## src/rtl/ks_pkg.sv

```systemverilog
// rtl/ks_pkg.sv - shared types and derived-depth helpers for the Kogge-Stone pipeline
package ks_pkg;

    // Generate/propagate pair carried through the prefix network
    typedef struct packed {
        logic g;
        logic p;
    } gp_t;

    function automatic int ks_clog2(input int n);
        int r;
        r = 0;
        while ((1 << r) < n) r = r + 1;
        return r;
    endfunction

    function automatic int ks_levels(input int width);
        return ks_clog2(width);
    endfunction

    function automatic int ks_prefix_stages(input int width, input int lps);
        return (ks_clog2(width) + lps - 1) / lps;
    endfunction

    function automatic int ks_latency(input int width, input int lps);
        return ks_prefix_stages(width, lps) + 1;
    endfunction

endpackage

```

## src/rtl/ks_prefix_cell.sv

```systemverilog
// rtl/ks_prefix_cell.sv - Kogge-Stone dot operator (combine a high and a low g/p span)
module ks_prefix_cell (
    input  logic g_hi,
    input  logic p_hi,
    input  logic g_lo,
    input  logic p_lo,
    output logic g,
    output logic p
);

    assign g = g_hi | (p_hi & g_lo);
    assign p = p_hi & p_lo;

endmodule

```

## src/rtl/ks_adder_pipe.sv

```systemverilog
// rtl/ks_adder_pipe.sv - pipelined Kogge-Stone add/sub with valid/ready flow control; KS_OVF_EN adds out_ovf
module ks_adder_pipe
    import ks_pkg::*;
#(
    parameter int DATA_WIDTH       = 32,
    parameter int LEVELS_PER_STAGE = 2,
    parameter int TAG_WIDTH        = 4
) (
    input  logic                  clk,
    input  logic                  rst_n,
    input  logic                  in_valid,
    output logic                  in_ready,
    input  logic [DATA_WIDTH-1:0] in_a,
    input  logic [DATA_WIDTH-1:0] in_b,
    input  logic                  in_cin,
    input  logic                  in_sub,
    input  logic [TAG_WIDTH-1:0]  in_tag,
    output logic                  out_valid,
    input  logic                  out_ready,
    output logic [DATA_WIDTH:0]   out_sum,
    output logic [TAG_WIDTH-1:0]  out_tag
`ifdef KS_OVF_EN
    ,
    output logic                  out_ovf
`endif
);

    localparam int W      = DATA_WIDTH;
    localparam int LPS    = LEVELS_PER_STAGE;
    localparam int LEVELS = ks_levels(W);
    localparam int PS     = ks_prefix_stages(W, LPS);

    // Register stage 0 holds raw g/p; stage s+1 holds g/p after prefix stage s
    gp_t  [W-1:0]         gp_q  [0:PS];
    logic [W-1:0]         p0_q  [0:PS];
    logic [TAG_WIDTH-1:0] tag_q [0:PS];
    logic [PS:0]          cin_q;
    logic [PS:0]          vld_q;
    logic [PS:0]          load;
    logic                 load_out;

    gp_t  [W-1:0]         gp_in;
    gp_t  [W-1:0]         gp_d  [1:PS];
    logic [W-1:0]         b_eff;
    logic                 cin_eff;
    logic [W-1:0]         carry;
    logic [W:0]           sum_d;

    // Front end: subtract is A + ~B + 1, so cin is forced high and B inverted
    always_comb begin
        b_eff   = in_sub ? ~in_b : in_b;
        cin_eff = in_sub | in_cin;
        gp_in   = '0;
        for (int i = 0; i < W; i++) begin
            gp_in[i].g = in_a[i] & b_eff[i];
            gp_in[i].p = in_a[i] ^ b_eff[i];
        end
    end

    // Prefix network: stage s covers levels s*LPS .. s*LPS+LPS-1, span 2^k at level k
    for (genvar s = 0; s < PS; s++) begin : g_stage
        logic [W-1:0] g_src, p_src;
        for (genvar i = 0; i < W; i++) begin : g_unpack
            assign g_src[i] = gp_q[s][i].g;
            assign p_src[i] = gp_q[s][i].p;
        end
        for (genvar l = 0; l < LPS; l++) begin : g_level
            localparam int K = s * LPS + l;
            logic [W-1:0] gi, pi, go, po;
            if (l == 0) begin : g_from_reg
                assign gi = g_src;
                assign pi = p_src;
            end else begin : g_from_prev
                assign gi = g_level[l-1].go;
                assign pi = g_level[l-1].po;
            end
            for (genvar i = 0; i < W; i++) begin : g_bit
                if (K < LEVELS && i >= (1 << K)) begin : g_dot
                    ks_prefix_cell u_cell (
                        .g_hi (gi[i]),
                        .p_hi (pi[i]),
                        .g_lo (gi[i-(1<<K)]),
                        .p_lo (pi[i-(1<<K)]),
                        .g    (go[i]),
                        .p    (po[i])
                    );
                end else begin : g_pass
                    assign go[i] = gi[i];
                    assign po[i] = pi[i];
                end
            end
        end
        for (genvar i = 0; i < W; i++) begin : g_pack
            assign gp_d[s+1][i] = '{g: g_level[LPS-1].go[i], p: g_level[LPS-1].po[i]};
        end
    end

    // Ready chain: a stage loads when empty or when its successor loads this cycle
    always_comb begin
        load     = '0;
        load_out = !out_valid || out_ready;
        load[PS] = !vld_q[PS] || load_out;
        for (int s = PS - 1; s >= 0; s--) begin
            load[s] = !vld_q[s] || load[s+1];
        end
    end

    assign in_ready = load[0];

    // Pipeline registers; data only moves when a valid operation moves with it
    always_ff @(posedge clk or negedge rst_n) begin
        if (!rst_n) begin
            vld_q <= '0;
            cin_q <= '0;
            for (int s = 0; s <= PS; s++) begin
                gp_q[s]  <= '0;
                p0_q[s]  <= '0;
                tag_q[s] <= '0;
            end
        end else begin
            if (load[0]) begin
                vld_q[0] <= in_valid;
                if (in_valid) begin
                    gp_q[0]  <= gp_in;
                    p0_q[0]  <= in_a ^ b_eff;
                    cin_q[0] <= cin_eff;
                    tag_q[0] <= in_tag;
                end
            end
            for (int s = 1; s <= PS; s++) begin
                if (load[s]) begin
                    vld_q[s] <= vld_q[s-1];
                    if (vld_q[s-1]) begin
                        gp_q[s]  <= gp_d[s];
                        p0_q[s]  <= p0_q[s-1];
                        cin_q[s] <= cin_q[s-1];
                        tag_q[s] <= tag_q[s-1];
                    end
                end
            end
        end
    end

    // Sum from full-span prefixes: C[i] = G[0:i] | (P[0:i] & cin)
    always_comb begin
        carry = '0;
        for (int i = 0; i < W; i++) begin
            carry[i] = gp_q[PS][i].g | (gp_q[PS][i].p & cin_q[PS]);
        end
        sum_d = {carry[W-1], p0_q[PS] ^ {carry[W-2:0], cin_q[PS]}};
    end

    // Output register; held while the consumer stalls
    always_ff @(posedge clk or negedge rst_n) begin
        if (!rst_n) begin
            out_valid <= 1'b0;
            out_sum   <= '0;
            out_tag   <= '0;
`ifdef KS_OVF_EN
            out_ovf   <= 1'b0;
`endif
        end else if (load_out) begin
            out_valid <= vld_q[PS];
            if (vld_q[PS]) begin
                out_sum <= sum_d;
                out_tag <= tag_q[PS];
`ifdef KS_OVF_EN
                out_ovf <= carry[W-1] ^ carry[W-2];
`endif
            end
        end
    end

endmodule

```

## config.mk

```make
export PLATFORM = sky130hd
export DESIGN_NAME = ks_adder_pipe
export DESIGN_NICKNAME = d
export VERILOG_FILES = /design/src/rtl/ks_pkg.sv /design/src/rtl/ks_prefix_cell.sv /design/src/rtl/ks_adder_pipe.sv
export SDC_FILE = /design/constraint.sdc
export NUM_CORES = 1
export LEC_CHECK = 0
export BUFFER_PORTS_ARGS = -buffer_cell sky130_fd_sc_hd__buf_2
export CORE_ASPECT_RATIO = 0.7
export CORE_MARGIN = 5
export CORE_UTILIZATION = 58
export DETAILED_ROUTE_END_ITERATION = 6
export GPL_TIMING_DRIVEN = 0
export PLACE_DENSITY_LB_ADDON = 0.2
export SETUP_SLACK_MARGIN = 0.05
export SLEW_MARGIN = 0
export SYNTH_ARGS = -nofsm -noshare
export SYNTH_HDL_FRONTEND = slang
export SYNTH_SLANG_ARGS = --single-unit
```

## constraint.sdc

```tcl
create_clock -name clk -period 2.06 [get_ports clk]
set_input_delay 0.103 -clock clk [delete_from_list [all_inputs] [get_ports clk]]
set_output_delay 0.103 -clock clk [all_outputs]
set_load 0.02 [all_outputs]
```

==> impl_metrics.tcl <==
set metrics [dict create \
    post-route-drc-count 0 \
    antenna_left 0 \
    die_width_um 219 \
    coreArea_um2 30000 \
    area_growth_pct 16.1 \
    wl_met2_um 17400 \
    layout-drive-gt1-share_pct 31.0 \
    grt_max_degree 128 \
    hold_depth 4 \
    die_y_um 156 \
    syn_inst 1322 \
    drtIter0Drc 826 \
    cts_sinks 411 \
    cap_violations 0 \
    leakage_nw 9.46 \
    synth_cell_types 30 \
    hold_path.class "primary input to register" \
    cts_root_buffer "clkbuf_16" \
    drv_slew 0 \
    vias_per_cell 5.64 \
    highest_layer "met5" \
    yosys_warnings 0 \
    synthFlopType "dfrtp_1" \
    gp_congestion 0.886 \
    finalNonFillerCells 1957 \
    synth_async_sr_flop_share_pct 100 \
    cp_data_arrival_time_ns 2.36 \
    finalClockSkew_ns 0.0132 \
    firstDrtPassIters 4 \
    rsz0062_at_grt "false" \
    grt_first_pass_wirelength_um 64800 \
    vias 11000 \
    path_max_fanout 10 \
    met3_wirelength_um 2770 \
    clock_path_buffers 3 \
    port_buffers 111 \
    r2r_cells 4 \
    setup_viol 0 \
    die-area_um2 34200 \
    avgRoutedWirePerCell_um 20.8 \
    fin_crit_sh_pct 94.0 \
    hold_viol_final 0 \
    grt_pass1_vias 11200 \
    cts_buffers 40 \
    path_class "register to register" \
    pre_cts_ws_ns -0.169 \
    placedCellCount 1848 \
    fmax_mhz 516 \
    pin_count 113 \
    routed_wl_um 40700 \
    status "finished clean" \
    vdd_drop_max_mv 0.670 \
    worst_slack_ns 0.123 \
    cts_tree "done" \
    worst_pin_slew_ns 0.805 \
    synth_fp_nets 1429 \
    nets 1626 \
    power_mw 27.2 \
    antenna_found_initial 3 \
    track_usage_pct 24.5 \
    final.min_clock_period_ns 1.94 \
    wl_met1_um 19900 \
    clkLatencyLatePin_ns 0.54 \
    ys_seq_area_share_pct 58.1 \
    syn_area_um2 17700 \
    row_count 53 \
    start_kind "register" \
    max_slew_margin_pct 46.4 \
    syn_avg_cell_area_um2 13.4 \
    dp_hpwl_um 30300 \
    synth_edf_count 0 \
    worstSetupEndpointType "register" \
    htreeDepth 2 \
    clk_pin_slew_ns 0.06 \
    grt_overflow_total 0 \
    post-route-util_pct 68.5 \
    power_per_cell_area_nw_per_um2 1320 \
    synth-seq-cells 411 \
    worst_ep_required_time_ns 2.48 \
    initial_core_util_pct 59.0 \
]
==> routing by layer <==
layer  global-route usage, %  up-vias
met5                       0        -
met4                    5.29        2
met3                    4.72       59
met2                    34.6      284
met1                    39.5     5672
li1                        -     5021
==> stage by stage <==
| stage | setup TNS, ns | instance area [um2] | hold slack, ns |
|---|---|---|---|
| after floorplan | 0 | 17700 | -0.193 |
| after global placement | -2899.15 | 18800 | 0.317 |
| after detailed placement | -4.42 | 18900 | 0.195 |
| after CTS | 0 | 20600 | 0.0689 |
| after global routing | 0 | 20600 | 0.0913 |
| final | 0 | 20600 | 0.0780 |
==> cells in the final DEF, fill, tap and decap left out, types with 2 or more instances in the layout <==
master / count
a21boi_0: 4
a21o_1: 4
a21oi_1: 119
a31o_2: 4
a31oi_1: 5
and2_1: 6
and3_1: 6
buf_16: 3
buf_2: 138
buf_4: 4
buf_6: 14
clkbuf_1: 17
clkbuf_16: 41
clkbuf_8: 12
clkinv_2: 2
dfrtp_1: 411
dlygate4sd3_1: 40
ha_1: 33
inv_1: 40
inv_6: 2
mux2_1: 103
mux2_2: 252
mux2i_1: 38
nand2_1: 74
nand3_1: 5
nand4_1: 4
nor2_1: 43
o21ai_0: 46
o21bai_1: 2
xnor2_1: 31
xor2_1: 32
==> power by group <==
part           internal (mW)  switching, mW  total [mW]
clock network           4.07           2.98        7.05
registers               10.8           2.35        13.1
logic                   3.63           3.43        7.06
total                   18.5           8.76        27.2
==> final timing paths <==
check	start	end	slack, ns
worst max-delay path	cin_q[3]	out_sum[8]	0.12
min in group asynchronous	rst_n	p0_q[103]	0.19
max in group asynchronous	rst_n	p0_q[6]	0.78
worst max register to register	cin_q[3]	out_sum[8]	0.12
worst min register to register	p0_q[67]	p0_q[67]	0.48
worst min-delay path	in_b[2]	p0_q[98]	0.08
==> cell families (layout without fill, tap and decap cells) <==
group                    after synthesis  after routing  synth area share, %
AND/OR/NAND/NOR                      142            142                 3.41
XOR/XNOR                              63             63                 3.11
AO/OA/AOI/OAI                        186            186                 5.55
multiplexers                         393            393                 24.7
other                                  0              1                    0
adder cells (fa/ha/maj)               33             33                 2.33
flip-flops                           411            411                 58.1
buffers and inverters                 94            316                 2.83
==> flip-flops by register name, indices dropped and copies added, names as in the netlist <==
signal and count:
cin_q 4, g_stage.g_level.gi 96, g_stage.g_level.pi 63, gp_q 63
out_sum 33, out_tag 4, out_valid 1, p0_q 127
tag_q 16, vld_q 4
==> worst max-delay path, stage by stage, from the launching register on <==
cell and delay, ns:
dfrtp_1 0.51, clkbuf_1 0.54, a21oi_1 0.26, xnor2_1 0.22
mux2_2 0.28
==> area by class of cell <==
class                           count  area [um2]
Antenna cell                        1        2.50
Buffer                             53         350
Clock buffer                       62        1220
Sequential cell                   411       10300
Fill cell                        2150        9470
Multi-Input combinational cell    817        6940
Timing Repair Buffer              156        1060
Clock inverter                      5        35.0
Inverter                           40         150
Tap cell                          412         515
==> repair_timing <==
item                                    CTS  global route
endpoints found under the setup margin   79            59
hold buffers                             40             0
pin swaps                                 1             0
resized for setup                         2             1
buffers inserted                          2             0
hold endpoints to repair                167             0
==> synthesized netlist by cell type (5+ instances only) <==
master	n	area (um2)
nand2_1	75	282
nor2_1	43	161
and3_1	6	37.5
buf_2	29	145
clkbuf_1	9	33.8
and2_1	6	37.5
nand3_1	5	25.0
buf_6	14	158
o21ai_0	46	230
xor2_1	32	280
dfrtp_1	411	10300
mux2i_1	38	380
mux2_1	103	1160
a31oi_1	5	31.3
xnor2_1	31	272
ha_1	33	413
a21oi_1	119	596
mux2_2	252	2840
inv_1	40	150
(Power assumes the default switching activity.)
